`src/rtl/irq_pending_unit_pkg.sv`:
```
// -----------------------------------------------------------------------------
// irq_pending_unit_pkg
//
// Purpose : Shared constants for the interrupt pending unit. This covers the
//           register word indices, the layout of the cause field reported by
//           the exception controller, and a helper that decodes an
//           acknowledge for one line.
// Ports   : none (package)
// -----------------------------------------------------------------------------
package irq_pending_unit_pkg;

  // Width of the irq vector handed to the exception controller.
  localparam int unsigned IRQ_VEC_W = 32;

  // Register port word indices.
  localparam int unsigned IRQ_REG_AW       = 3;
  localparam logic [2:0]  IRQ_REG_PENDING  = 3'd0;
  localparam logic [2:0]  IRQ_REG_MASK     = 3'd1;
  localparam logic [2:0]  IRQ_REG_EDGE_SEL = 3'd2;
  localparam logic [2:0]  IRQ_REG_SET      = 3'd3;
  localparam logic [2:0]  IRQ_REG_CLR      = 3'd4;

  // Committed-cause field layout.
  localparam int unsigned CAUSE_W       = 6;
  localparam int unsigned CAUSE_IRQ_BIT = 5;
  localparam int unsigned CAUSE_ID_MSB  = 4;
  localparam int unsigned CAUSE_ID_LSB  = 0;

  // True when the exception controller has just saved an interrupt cause
  // whose id names this line. Synchronous exceptions (flag bit clear) never
  // match. The caller only asks about lines that exist, so ids beyond
  // NUM_IRQ have no line to hit.
  function automatic logic cause_acks_line(
    input logic               save,
    input logic [CAUSE_W-1:0] cause,
    input int unsigned        line
  );
    logic [CAUSE_ID_MSB:CAUSE_ID_LSB] line_id;
    line_id = 5'(line);
    return save & cause[CAUSE_IRQ_BIT] &
           (cause[CAUSE_ID_MSB:CAUSE_ID_LSB] == line_id);
  endfunction

endpackage : irq_pending_unit_pkg

```
`src/rtl/irq_pending_unit_sync_edge.sv`:
```
// -----------------------------------------------------------------------------
// irq_sync_edge
//
// Purpose : A synchronizer and rising-edge detector for one interrupt line.
//           The line is sampled by a chain of SYNC_STAGES flops. The last
//           stage is also registered once more, so that a rising edge can be
//           flagged.
// Ports   :
//   clk     in   core clock
//   rst_n   in   synchronous active-low reset
//   src_i   in   asynchronous interrupt source
//   sync_o  out  synchronized level (last synchronizer stage)
//   rise_o  out  one-cycle pulse when sync_o goes from 0 to 1
// -----------------------------------------------------------------------------
module irq_sync_edge #(
  parameter int unsigned SYNC_STAGES = 2
) (
  input  logic clk,
  input  logic rst_n,
  input  logic src_i,
  output logic sync_o,
  output logic rise_o
);

  logic [SYNC_STAGES-1:0] sync_q;
  logic [SYNC_STAGES-1:0] sync_d;
  logic                   prev_q;
  logic                   prev_d;

  always_comb begin
    sync_d = {sync_q[SYNC_STAGES-2:0], src_i};
    prev_d = sync_q[SYNC_STAGES-1];
  end

  always_ff @(posedge clk) begin
    if (!rst_n) begin
      sync_q <= '0;
      prev_q <= 1'b0;
    end else begin
      sync_q <= sync_d;
      prev_q <= prev_d;
    end
  end

  assign sync_o = sync_q[SYNC_STAGES-1];
  assign rise_o = sync_q[SYNC_STAGES-1] & ~prev_q;

endmodule : irq_sync_edge

```
`src/rtl/irq_pending_unit.sv`:
```
// -----------------------------------------------------------------------------
// irq_pending_unit
//
// Purpose : The interrupt capture stage that feeds the exception controller.
//           Each source is synchronized, then either edge-captured or
//           level-followed into PENDING. The result is masked and presented
//           as a 32-bit level vector. When the controller saves an
//           interrupt cause, the matching edge-mode pending bit is cleared.
//           Software reaches PENDING, MASK, EDGE_SEL, SET and CLR through a
//           small word-indexed register port.
// Ports   :
//   clk           in   core clock
//   rst_n         in   synchronous active-low reset
//   irq_src_i     in   [NUM_IRQ] asynchronous interrupt sources
//   irq_o         out  [32] PENDING & MASK; bits >= NUM_IRQ are 0
//   save_cause_i  in   controller committed a cause this cycle
//   cause_i       in   [6] bit5 = interrupt flag, [4:0] = line id
//   reg_req_i     in   register access valid
//   reg_we_i      in   1 = write, 0 = read
//   reg_addr_i    in   [3] word index
//   reg_wdata_i   in   [32] write data
//   reg_rdata_o   out  [32] read data, one cycle after the request
//   reg_rvalid_o  out  read-data valid strobe
// -----------------------------------------------------------------------------
module irq_pending_unit
  import irq_pending_unit_pkg::*;
#(
  parameter int unsigned NUM_IRQ     = 32,
  parameter int unsigned SYNC_STAGES = 2
) (
  input  logic                  clk,
  input  logic                  rst_n,
  input  logic [NUM_IRQ-1:0]    irq_src_i,
  output logic [IRQ_VEC_W-1:0]  irq_o,
  input  logic                  save_cause_i,
  input  logic [CAUSE_W-1:0]    cause_i,
  input  logic                  reg_req_i,
  input  logic                  reg_we_i,
  input  logic [IRQ_REG_AW-1:0] reg_addr_i,
  input  logic [IRQ_VEC_W-1:0]  reg_wdata_i,
  output logic [IRQ_VEC_W-1:0]  reg_rdata_o,
  output logic                  reg_rvalid_o
);

  // Per-line synchronized level and rising-edge pulse.
  logic [NUM_IRQ-1:0] sync;
  logic [NUM_IRQ-1:0] rise;

  // Configuration and pending state.
  logic [NUM_IRQ-1:0] pending_q, pending_d;
  logic [NUM_IRQ-1:0] mask_q, mask_d;
  logic [NUM_IRQ-1:0] edge_sel_q, edge_sel_d;

  // Per-cycle set/clear requests.
  logic [NUM_IRQ-1:0] sw_set;
  logic [NUM_IRQ-1:0] sw_clr;
  logic [NUM_IRQ-1:0] ack_hit;
  logic [NUM_IRQ-1:0] set_any;
  logic [NUM_IRQ-1:0] clr_any;

  // A level-mode line reads straight from its synchronizer, so that level
  // latency is only SYNC_STAGES. An edge-mode line reads its held flop.
  logic [NUM_IRQ-1:0] pending_view;

  // Registers zero-extended to the full 32-bit word.
  logic [IRQ_VEC_W-1:0] pending_word;
  logic [IRQ_VEC_W-1:0] mask_word;
  logic [IRQ_VEC_W-1:0] edge_sel_word;

  // Read response.
  logic [IRQ_VEC_W-1:0] rdata_q, rdata_d;
  logic                 rvalid_q, rvalid_d;

  logic reg_wr;
  logic reg_rd;

  assign reg_wr = reg_req_i & reg_we_i;
  assign reg_rd = reg_req_i & ~reg_we_i;

  // ---------------------------------------------------------------------------
  // Per-line synchronizer, edge detector and acknowledge decode
  // ---------------------------------------------------------------------------
  for (genvar gi = 0; gi < NUM_IRQ; gi++) begin : g_line
    irq_sync_edge #(
      .SYNC_STAGES (SYNC_STAGES)
    ) u_sync_edge (
      .clk    (clk),
      .rst_n  (rst_n),
      .src_i  (irq_src_i[gi]),
      .sync_o (sync[gi]),
      .rise_o (rise[gi])
    );

    assign ack_hit[gi] = cause_acks_line(save_cause_i, cause_i, gi);
  end

  // ---------------------------------------------------------------------------
  // Widen the line-sized registers to the 32-bit bus. Unused lines stay 0.
  // ---------------------------------------------------------------------------
  for (genvar gi = 0; gi < IRQ_VEC_W; gi++) begin : g_word
    if (gi < NUM_IRQ) begin : g_live
      assign pending_word[gi]  = pending_view[gi];
      assign mask_word[gi]     = mask_q[gi];
      assign edge_sel_word[gi] = edge_sel_q[gi];
    end else begin : g_tied
      assign pending_word[gi]  = 1'b0;
      assign mask_word[gi]     = 1'b0;
      assign edge_sel_word[gi] = 1'b0;
    end
  end

  assign pending_view = (pending_q & edge_sel_q) | (sync & ~edge_sel_q);
  assign irq_o        = pending_word & mask_word;

  // ---------------------------------------------------------------------------
  // Register writes: MASK/EDGE_SEL updates and SET/CLR strobes
  // ---------------------------------------------------------------------------
  always_comb begin
    mask_d     = mask_q;
    edge_sel_d = edge_sel_q;
    sw_set     = '0;
    sw_clr     = '0;
    if (reg_wr) begin
      case (reg_addr_i)
        IRQ_REG_MASK:     mask_d     = reg_wdata_i[NUM_IRQ-1:0];
        IRQ_REG_EDGE_SEL: edge_sel_d = reg_wdata_i[NUM_IRQ-1:0];
        IRQ_REG_SET:      sw_set     = reg_wdata_i[NUM_IRQ-1:0];
        IRQ_REG_CLR:      sw_clr     = reg_wdata_i[NUM_IRQ-1:0];
        default:          ;
      endcase
    end
  end

  // ---------------------------------------------------------------------------
  // Pending next state
  // ---------------------------------------------------------------------------
  // For an edge-mode line, set beats clear, so that an edge arriving in the
  // same cycle as its ack is kept. For a level-mode line, the flop just
  // shadows sync. This means a level->edge switch starts from the level that
  // was visible, and an edge->level switch is immediate through pending_view.
  always_comb begin
    set_any   = rise | sw_set;
    clr_any   = sw_clr | ack_hit;
    pending_d = (edge_sel_q & (set_any | (pending_q & ~clr_any))) |
                (~edge_sel_q & sync);
  end

  // ---------------------------------------------------------------------------
  // Read path: sample at the request edge, return 0 when there is no read.
  // ---------------------------------------------------------------------------
  always_comb begin
    rdata_d  = '0;
    rvalid_d = reg_rd;
    if (reg_rd) begin
      case (reg_addr_i)
        IRQ_REG_PENDING:  rdata_d = pending_word;
        IRQ_REG_MASK:     rdata_d = mask_word;
        IRQ_REG_EDGE_SEL: rdata_d = edge_sel_word;
        default:          rdata_d = '0;
      endcase
    end
  end

  always_ff @(posedge clk) begin
    if (!rst_n) begin
      pending_q  <= '0;
      mask_q     <= '0;
      edge_sel_q <= '0;
      rdata_q    <= '0;
      rvalid_q   <= 1'b0;
    end else begin
      pending_q  <= pending_d;
      mask_q     <= mask_d;
      edge_sel_q <= edge_sel_d;
      rdata_q    <= rdata_d;
      rvalid_q   <= rvalid_d;
    end
  end

  assign reg_rdata_o  = rdata_q;
  assign reg_rvalid_o = rvalid_q;

endmodule : irq_pending_unit
```
`config.mk`:
```
export PLATFORM = sky130hd
export DESIGN_NAME = irq_pending_unit
export DESIGN_NICKNAME = d
export VERILOG_FILES = /design/src/rtl/irq_pending_unit_pkg.sv /design/src/rtl/irq_pending_unit_sync_edge.sv /design/src/rtl/irq_pending_unit.sv
export SDC_FILE = /design/constraint.sdc
export NUM_CORES = 1
export LEC_CHECK = 0
export ABC_AREA = 1
export BUFFER_PORTS_ARGS = -buffer_cell sky130_fd_sc_hd__buf_2
export CAP_MARGIN = 10
export CORE_ASPECT_RATIO = 1.5
export CORE_MARGIN = 3
export CORE_UTILIZATION = 50
export CTS_BUF_LIST = sky130_fd_sc_hd__clkbuf_4
export DETAILED_ROUTE_END_ITERATION = 12
export HOLD_SLACK_MARGIN = 0.15
export PLACE_DENSITY = 0.72
export SLEW_MARGIN = 20
export SYNTH_ARGS = -nofsm -noshare
export SYNTH_HDL_FRONTEND = slang
export SYNTH_SLANG_ARGS = --single-unit
```
`constraint.sdc`:
```
create_clock -name clk -period 1.5 [get_ports clk]
set_input_delay 0.225 -clock clk [delete_from_list [all_inputs] [get_ports clk]]
set_output_delay 0.225 -clock clk [all_outputs]
set_load 0.02 [all_outputs]
```
; ---- Word level (Yosys, flattened, before mapping)
; Cells that the tools add are included.
[word_totals]
output_inout_bits = 65
word_cells = 226
input_bits = 78
regBits = 225
[classes]
n_bitwise = 112
muxes = 5
eq_ne = 35
reduce_logical = 5
[ops]
columns = operator, count
row1 = AND 32 bit, 5
row2 = OR 32 bit, 5
row3 = two-way mux 32 bit, 4
row4 = case mux 32 bit (3 select lines), 1
row5 = "== test 5 bit, second input constant", 16
row6 = AND 1 bit, 67
row7 = inverter 32 bit, 2
row8 = "== test 5 x 4 -> 1 bit, second input constant", 8
row9 = inverter 1 bit, 33
row10 = "== test 5 x 3 -> 1 bit, second input constant", 4
row11 = "== test 5 x 2 -> 1 bit, second input constant", 2
row12 = "== test 3 x 2 -> 1 bit, second input constant", 2
row13 = AND reduction 2 bit, 3
row14 = "== test 5 x 1 -> 1 bit, second input constant", 1
row15 = zero test 5 bit, 1
row16 = "== test 3 x 1 -> 1 bit, second input constant", 1
row17 = "== test 3 bit, second input constant", 1
row18 = zero test 3 bit, 1

; ---- Depth between registers and ports, before layout
[logic_depth]
word_depth = 9
mapped_depth = 9
depth_no_buf = 8

; ---- Hierarchy
; Synthesis repeated with hierarchy kept, for this count alone.
[unflattened]
cells_unflattened = 1302
area_unflattened_um2 = 9160.0
[modules_own_cells]
columns = mod, area_each_um2, cells_per_inst, n_inst, seq_area_each_um2
row1 = irq_pending_unit, 6197.2, 950, 1, 2582.5
row2 = irq_sync_edge, 92.6, 11, 32, 60.1

; ---- Worst setup path before layout
; Ideal clock, no wire load.
[synth_timing]
path_type = input to register
start = input save_cause_i
end = register pending_q[10]
t_required_ns = 1.358
arrival_time_ns = 0.982
path_slack_ns = 0.376
cell_stages = 8
setup_time_ns = 0.142
cell_sequence = nand2_1 nor2_2 buf_2 nand2_1 nand3_1 nand2_1 nand2_1 a21oi_2
[synth_via]
elab_chain_cells = 8
[synth_rtl]
columns = element, line
row1 = from (decl), irq_pending_unit.sv:35  ; input logic save_cause_i,
row2 = AND 1 bit (2 in series), irq_pending_unit_pkg.sv:40  ; return save & cause[CAUSE_IRQ_BIT] &
row3 = OR 32 bit, irq_pending_unit.sv:143  ; clr_any = sw_clr | ack_hit;
row4 = inverter 32 bit, irq_pending_unit.sv:144  ; pending_d = (edge_sel_q & (set_any | (pending_q & ~clr_any))) |
row5 = AND 32 bit, irq_pending_unit.sv:144
row6 = OR 32 bit, irq_pending_unit.sv:144
row7 = AND 32 bit, irq_pending_unit.sv:144
row8 = OR 32 bit, irq_pending_unit.sv:144
row9 = to (signal assigned), irq_pending_unit.sv:172  ; pending_q <= pending_d;
row10 = to (decl), irq_pending_unit.sv:50  ; logic [NUM_IRQ-1:0] pending_q, pending_d;
; Every way passes these cells.
; A chain may end at the register's enable or synchronous reset.

; ---- Final worst setup path
[layout_timing]
start = register edge_sel_q[3]
end = output irq_o[3]
[layout_via]
elab_chain_cells = 4
elab_cells_between_ends = 5
cone_classes = 5 x bitwise
[layout_rtl]
columns = element, line
row1 = from (decl), irq_pending_unit.sv:52  ; logic [NUM_IRQ-1:0] edge_sel_q, edge_sel_d;
row2 = from (signal assigned), irq_pending_unit.sv:174  ; edge_sel_q <= edge_sel_d;
row3 = inverter 32 bit, irq_pending_unit.sv:112  ; assign pending_view = (pending_q & edge_sel_q) | (sync & ~edge_sel_q);
row4 = AND 32 bit, irq_pending_unit.sv:112
row5 = OR 32 bit *, irq_pending_unit.sv:112
row6 = AND 32 bit *, irq_pending_unit.sv:113  ; assign irq_o = pending_word & mask_word;
row7 = to (decl), irq_pending_unit.sv:34  ; output logic [IRQ_VEC_W-1:0] irq_o,
; Mark *: on every way between the ends. The rest lies on a longest branch, timed or not.

==> flow_metrics.tcl <==
set metrics [dict create \
    design.final.nets 1701 \
    synth_top_area_cell "sky130_fd_sc_hd__dfxtp_1" \
    design.core.area_sq_mm 0.0182 \
    drtIter0Drc 491 \
    cts_made_buffers 52 \
    synth.cell_area_sq_mm 0.00934 \
    tightest_slew_ns 0.680 \
    max-cap-violations 0 \
    p_comb_frac 0.104 \
    report.final.slew_viol_count 0 \
    synth.top_cell.area_share 0.482 \
    total_die_area_sq_mm 0.0204 \
    setup.worst_path.start_class "register" \
    detailed_route_via_count 9417 \
    antenna_found_initial 2 \
    rows 60 \
    criticalPathCategory "register to output port" \
    post-route-util 0.713 \
    netlist_instances 1324 \
    grt_overflow_total 0 \
    holdCritPathClass "input pin to register" \
    synth.net_count 1402 \
    dieHeight_um 173 \
    vias_per_cell 4.92 \
    clkPwrFrac 0.394 \
    grt_pass1_wl_um 44200 \
    tritoncts "built" \
    critical_path_peak_fanout 4 \
    number_of_detailed_routing_iterations_run_before_antenna_repair 7 \
    synth.yosys.warnings 0 \
    die_w_um 118 \
    ant_nets 0 \
    cts-htree-levels 2 \
    detail_route.drc_violations 0 \
    clock-skew-final_ns 0.0325 \
    cts.sinks 225 \
    syn2layout_area_growth_pct 38.7 \
    yosys_register_bits 225 \
    outcome "finished with violations" \
    yosys-top-cells-area "sky130_fd_sc_hd__dfxtp_1, sky130_fd_sc_hd__inv_1, sky130_fd_sc_hd__nor2_1, sky130_fd_sc_hd__nand2_1, sky130_fd_sc_hd__a21oi_1" \
    grt_max_degree 65 \
    power.switching_fraction 0.257 \
    violated_checks "setup timing" \
    post_synth.cell_area_avg_sq_um 7.05 \
    clk_transition_reported_paths_ns 0.07 \
    finalWirelength_um 27400 \
    worst_ep_arrival_time_ns 1.52 \
    synthDistinctLibCells 21 \
    p_int_mw 9.23 \
    timing.final.crit_share 1.16 \
    worstSetupEndpointType "output port" \
    post-route-min-period_ns 1.74 \
    power.net_switching_mw 3.19 \
    post-dp-hpwl_um 15800 \
    finalHoldViolations 0 \
    total_leakage_power_nw 6.01 \
    max_clock_freq_mhz 574 \
    ioPinCount 143 \
    power_density_mw_per_mm2 959 \
    critical_path_required_ns 1.27 \
    io_buffer_count 142 \
    setup_ws_ns -0.241 \
    initial_utilization 0.514 \
    post_route_cells_drive_above_1_share 0.302 \
    slew-limit-headroom 0.547 \
    ys_seq_area_frac 0.482 \
    worstSkewPairLatency_ns 0.67 \
    final-setup-viol-count 32 \
    clk_path_buf_depth 3 \
    power.share.sequential 0.502 \
    clockRootBuffer "sky130_fd_sc_hd__clkbuf_4" \
    drt-wirelength-per-cell_um 14.3 \
    via_count_of_the_first_global_routing_pass 9455 \
    vdd_drop_max_uv 641 \
    totalNegativeSetupSlack_ns -5.76 \
    global_route.usage.total 0.262 \
    routabilityCongestion 0.892 \
    rsz0062_at_grt "yes" \
]
## layer usage
| metal | wire, um | vias up | GRT usage |
|---|---|---|---|
| met5 | 13 | - | 0 |
| met4 | 1090 | 2 | 0.134 |
| met2 | 14100 | 322 | 0.474 |
| met1 | 10600 | 4352 | 0.290 |
| met3 | 1580 | 83 | 0.0526 |
| li1 | - | 4658 | - |
## registers in the layout, summed over array words and instances (netlist names)
name / count
edge_sel_q: 32
g_line.u_sync_edge.prev_q: 32
g_line.u_sync_edge.sync_q: 64
mask_q: 32
pending_q: 32
reg_rdata_o: 32
reg_rvalid_o: 1
## synthesized netlist by cell type
cell / count
sky130_fd_sc_hd__buf_6: 9
sky130_fd_sc_hd__nor2_4: 3
sky130_fd_sc_hd__nand2_2: 4
sky130_fd_sc_hd__inv_1: 263
sky130_fd_sc_hd__dfxtp_1: 225
sky130_fd_sc_hd__o22ai_1: 32
sky130_fd_sc_hd__inv_2: 3
sky130_fd_sc_hd__clkbuf_1: 13
sky130_fd_sc_hd__nor2_1: 240
sky130_fd_sc_hd__o21ai_0: 28
sky130_fd_sc_hd__o21ai_1: 36
sky130_fd_sc_hd__a21oi_2: 28
sky130_fd_sc_hd__inv_4: 3
sky130_fd_sc_hd__nor2_2: 3
sky130_fd_sc_hd__nand2_1: 232
sky130_fd_sc_hd__nand3_1: 33
sky130_fd_sc_hd__buf_4: 4
sky130_fd_sc_hd__buf_2: 30
sky130_fd_sc_hd__nor3_2: 1
sky130_fd_sc_hd__a21oi_1: 132
sky130_fd_sc_hd__nand3_4: 2
## path summary, 6_finish.rpt
path,slack (ns),endpoint,start,depth (start not counted)
worst max-delay path,-0.24,irq_o[3],edge_sel_q[3]$_SDFFE_PN0P_,4
worst min-delay path,0.22,pending_q[20]$_SDFF_PN0_,cause_i[4],8
worst max register to register,0.26,pending_q[4]$_SDFF_PN0_,edge_sel_q[4]$_SDFFE_PN0P_,8
worst min register to register,0.40,g_line[28].u_sync_edge.sync_q[1]$_SDFF_PN0_,g_line[28].u_sync_edge.sync_q[0]$_SDFF_PN0_,2
## kinds of logic after synthesis
kind of cell | Yosys count | share of synthesized area
AOI/OAI and AO/OA | 256 | 0.153
buffers and inverters | 325 | 0.144
DFF | 225 | 0.482
and+or+nand+nor | 518 | 0.221
## critical path, stage by stage, from the launching register on
cell	delay, ns
sky130_fd_sc_hd__dfxtp_4	0.36
sky130_fd_sc_hd__nor2_4	0.12
sky130_fd_sc_hd__a21oi_2	0.05
sky130_fd_sc_hd__nor2_2	0.17
sky130_fd_sc_hd__buf_6	0.15
## power by group through the flow
stage          clock (mW)  sequential (mW)  combinational, mW
6_report             4.89             6.24               1.29
5_1_grt              5.33             6.25               1.42
2_1_floorplan           0             6.34              0.597
3_5_place_dp            0             6.36              0.918
4_1_cts              5.01             6.25               1.23
3_3_place_gp            0             6.35              0.903
## cell usage in the layout (no fill, tap or decap), types with 46 or more instances in the layout
master / n
sky130_fd_sc_hd__dlygate4sd3_1: 99
sky130_fd_sc_hd__clkbuf_4: 77
sky130_fd_sc_hd__inv_1: 231
sky130_fd_sc_hd__a21oi_2: 55
sky130_fd_sc_hd__a21oi_1: 100
sky130_fd_sc_hd__buf_4: 73
sky130_fd_sc_hd__nand2_1: 232
sky130_fd_sc_hd__dfxtp_2: 46
sky130_fd_sc_hd__nor2_1: 196
sky130_fd_sc_hd__buf_2: 109
sky130_fd_sc_hd__dfxtp_1: 161
## area by class of cell
cell class	count	area (sq um)
sequential	225	4630
multi-input combinational	774	3930
clock buffer	77	578
inverter	269	1020
tap	248	310
clock inverter	17	92.6
fill	1426	5210
timing repair buffer	301	2380
antenna	2	5.00
## what timing repair did
action,CTS,global route
setup endpoints to repair,32,33
pin swaps,48,49
resized for setup,233,45
setup buffers,35,9
endpoints found under the hold margin,193,0
hold buffers,99,0
## metrics by stage
step | power (mW) | area [sq um] | hold slack [ns] | cells | setup slack [ns]
after floorplan | 6.94 | 9340 | 0.302 | 1324 | 0.376
final | 12.4 | 13000 | 0.223 | 1913 | -0.241
after global placement | 7.26 | 10300 | 0.393 | 1674 | 0.102
after detailed placement | 7.28 | 10300 | 0.396 | 1674 | 0.0284
after CTS | 12.5 | 12700 | 0.184 | 1902 | -0.286
after global routing | 13.0 | 13000 | 0.246 | 1913 | -0.307
Power figures use the tool's default switching activity.
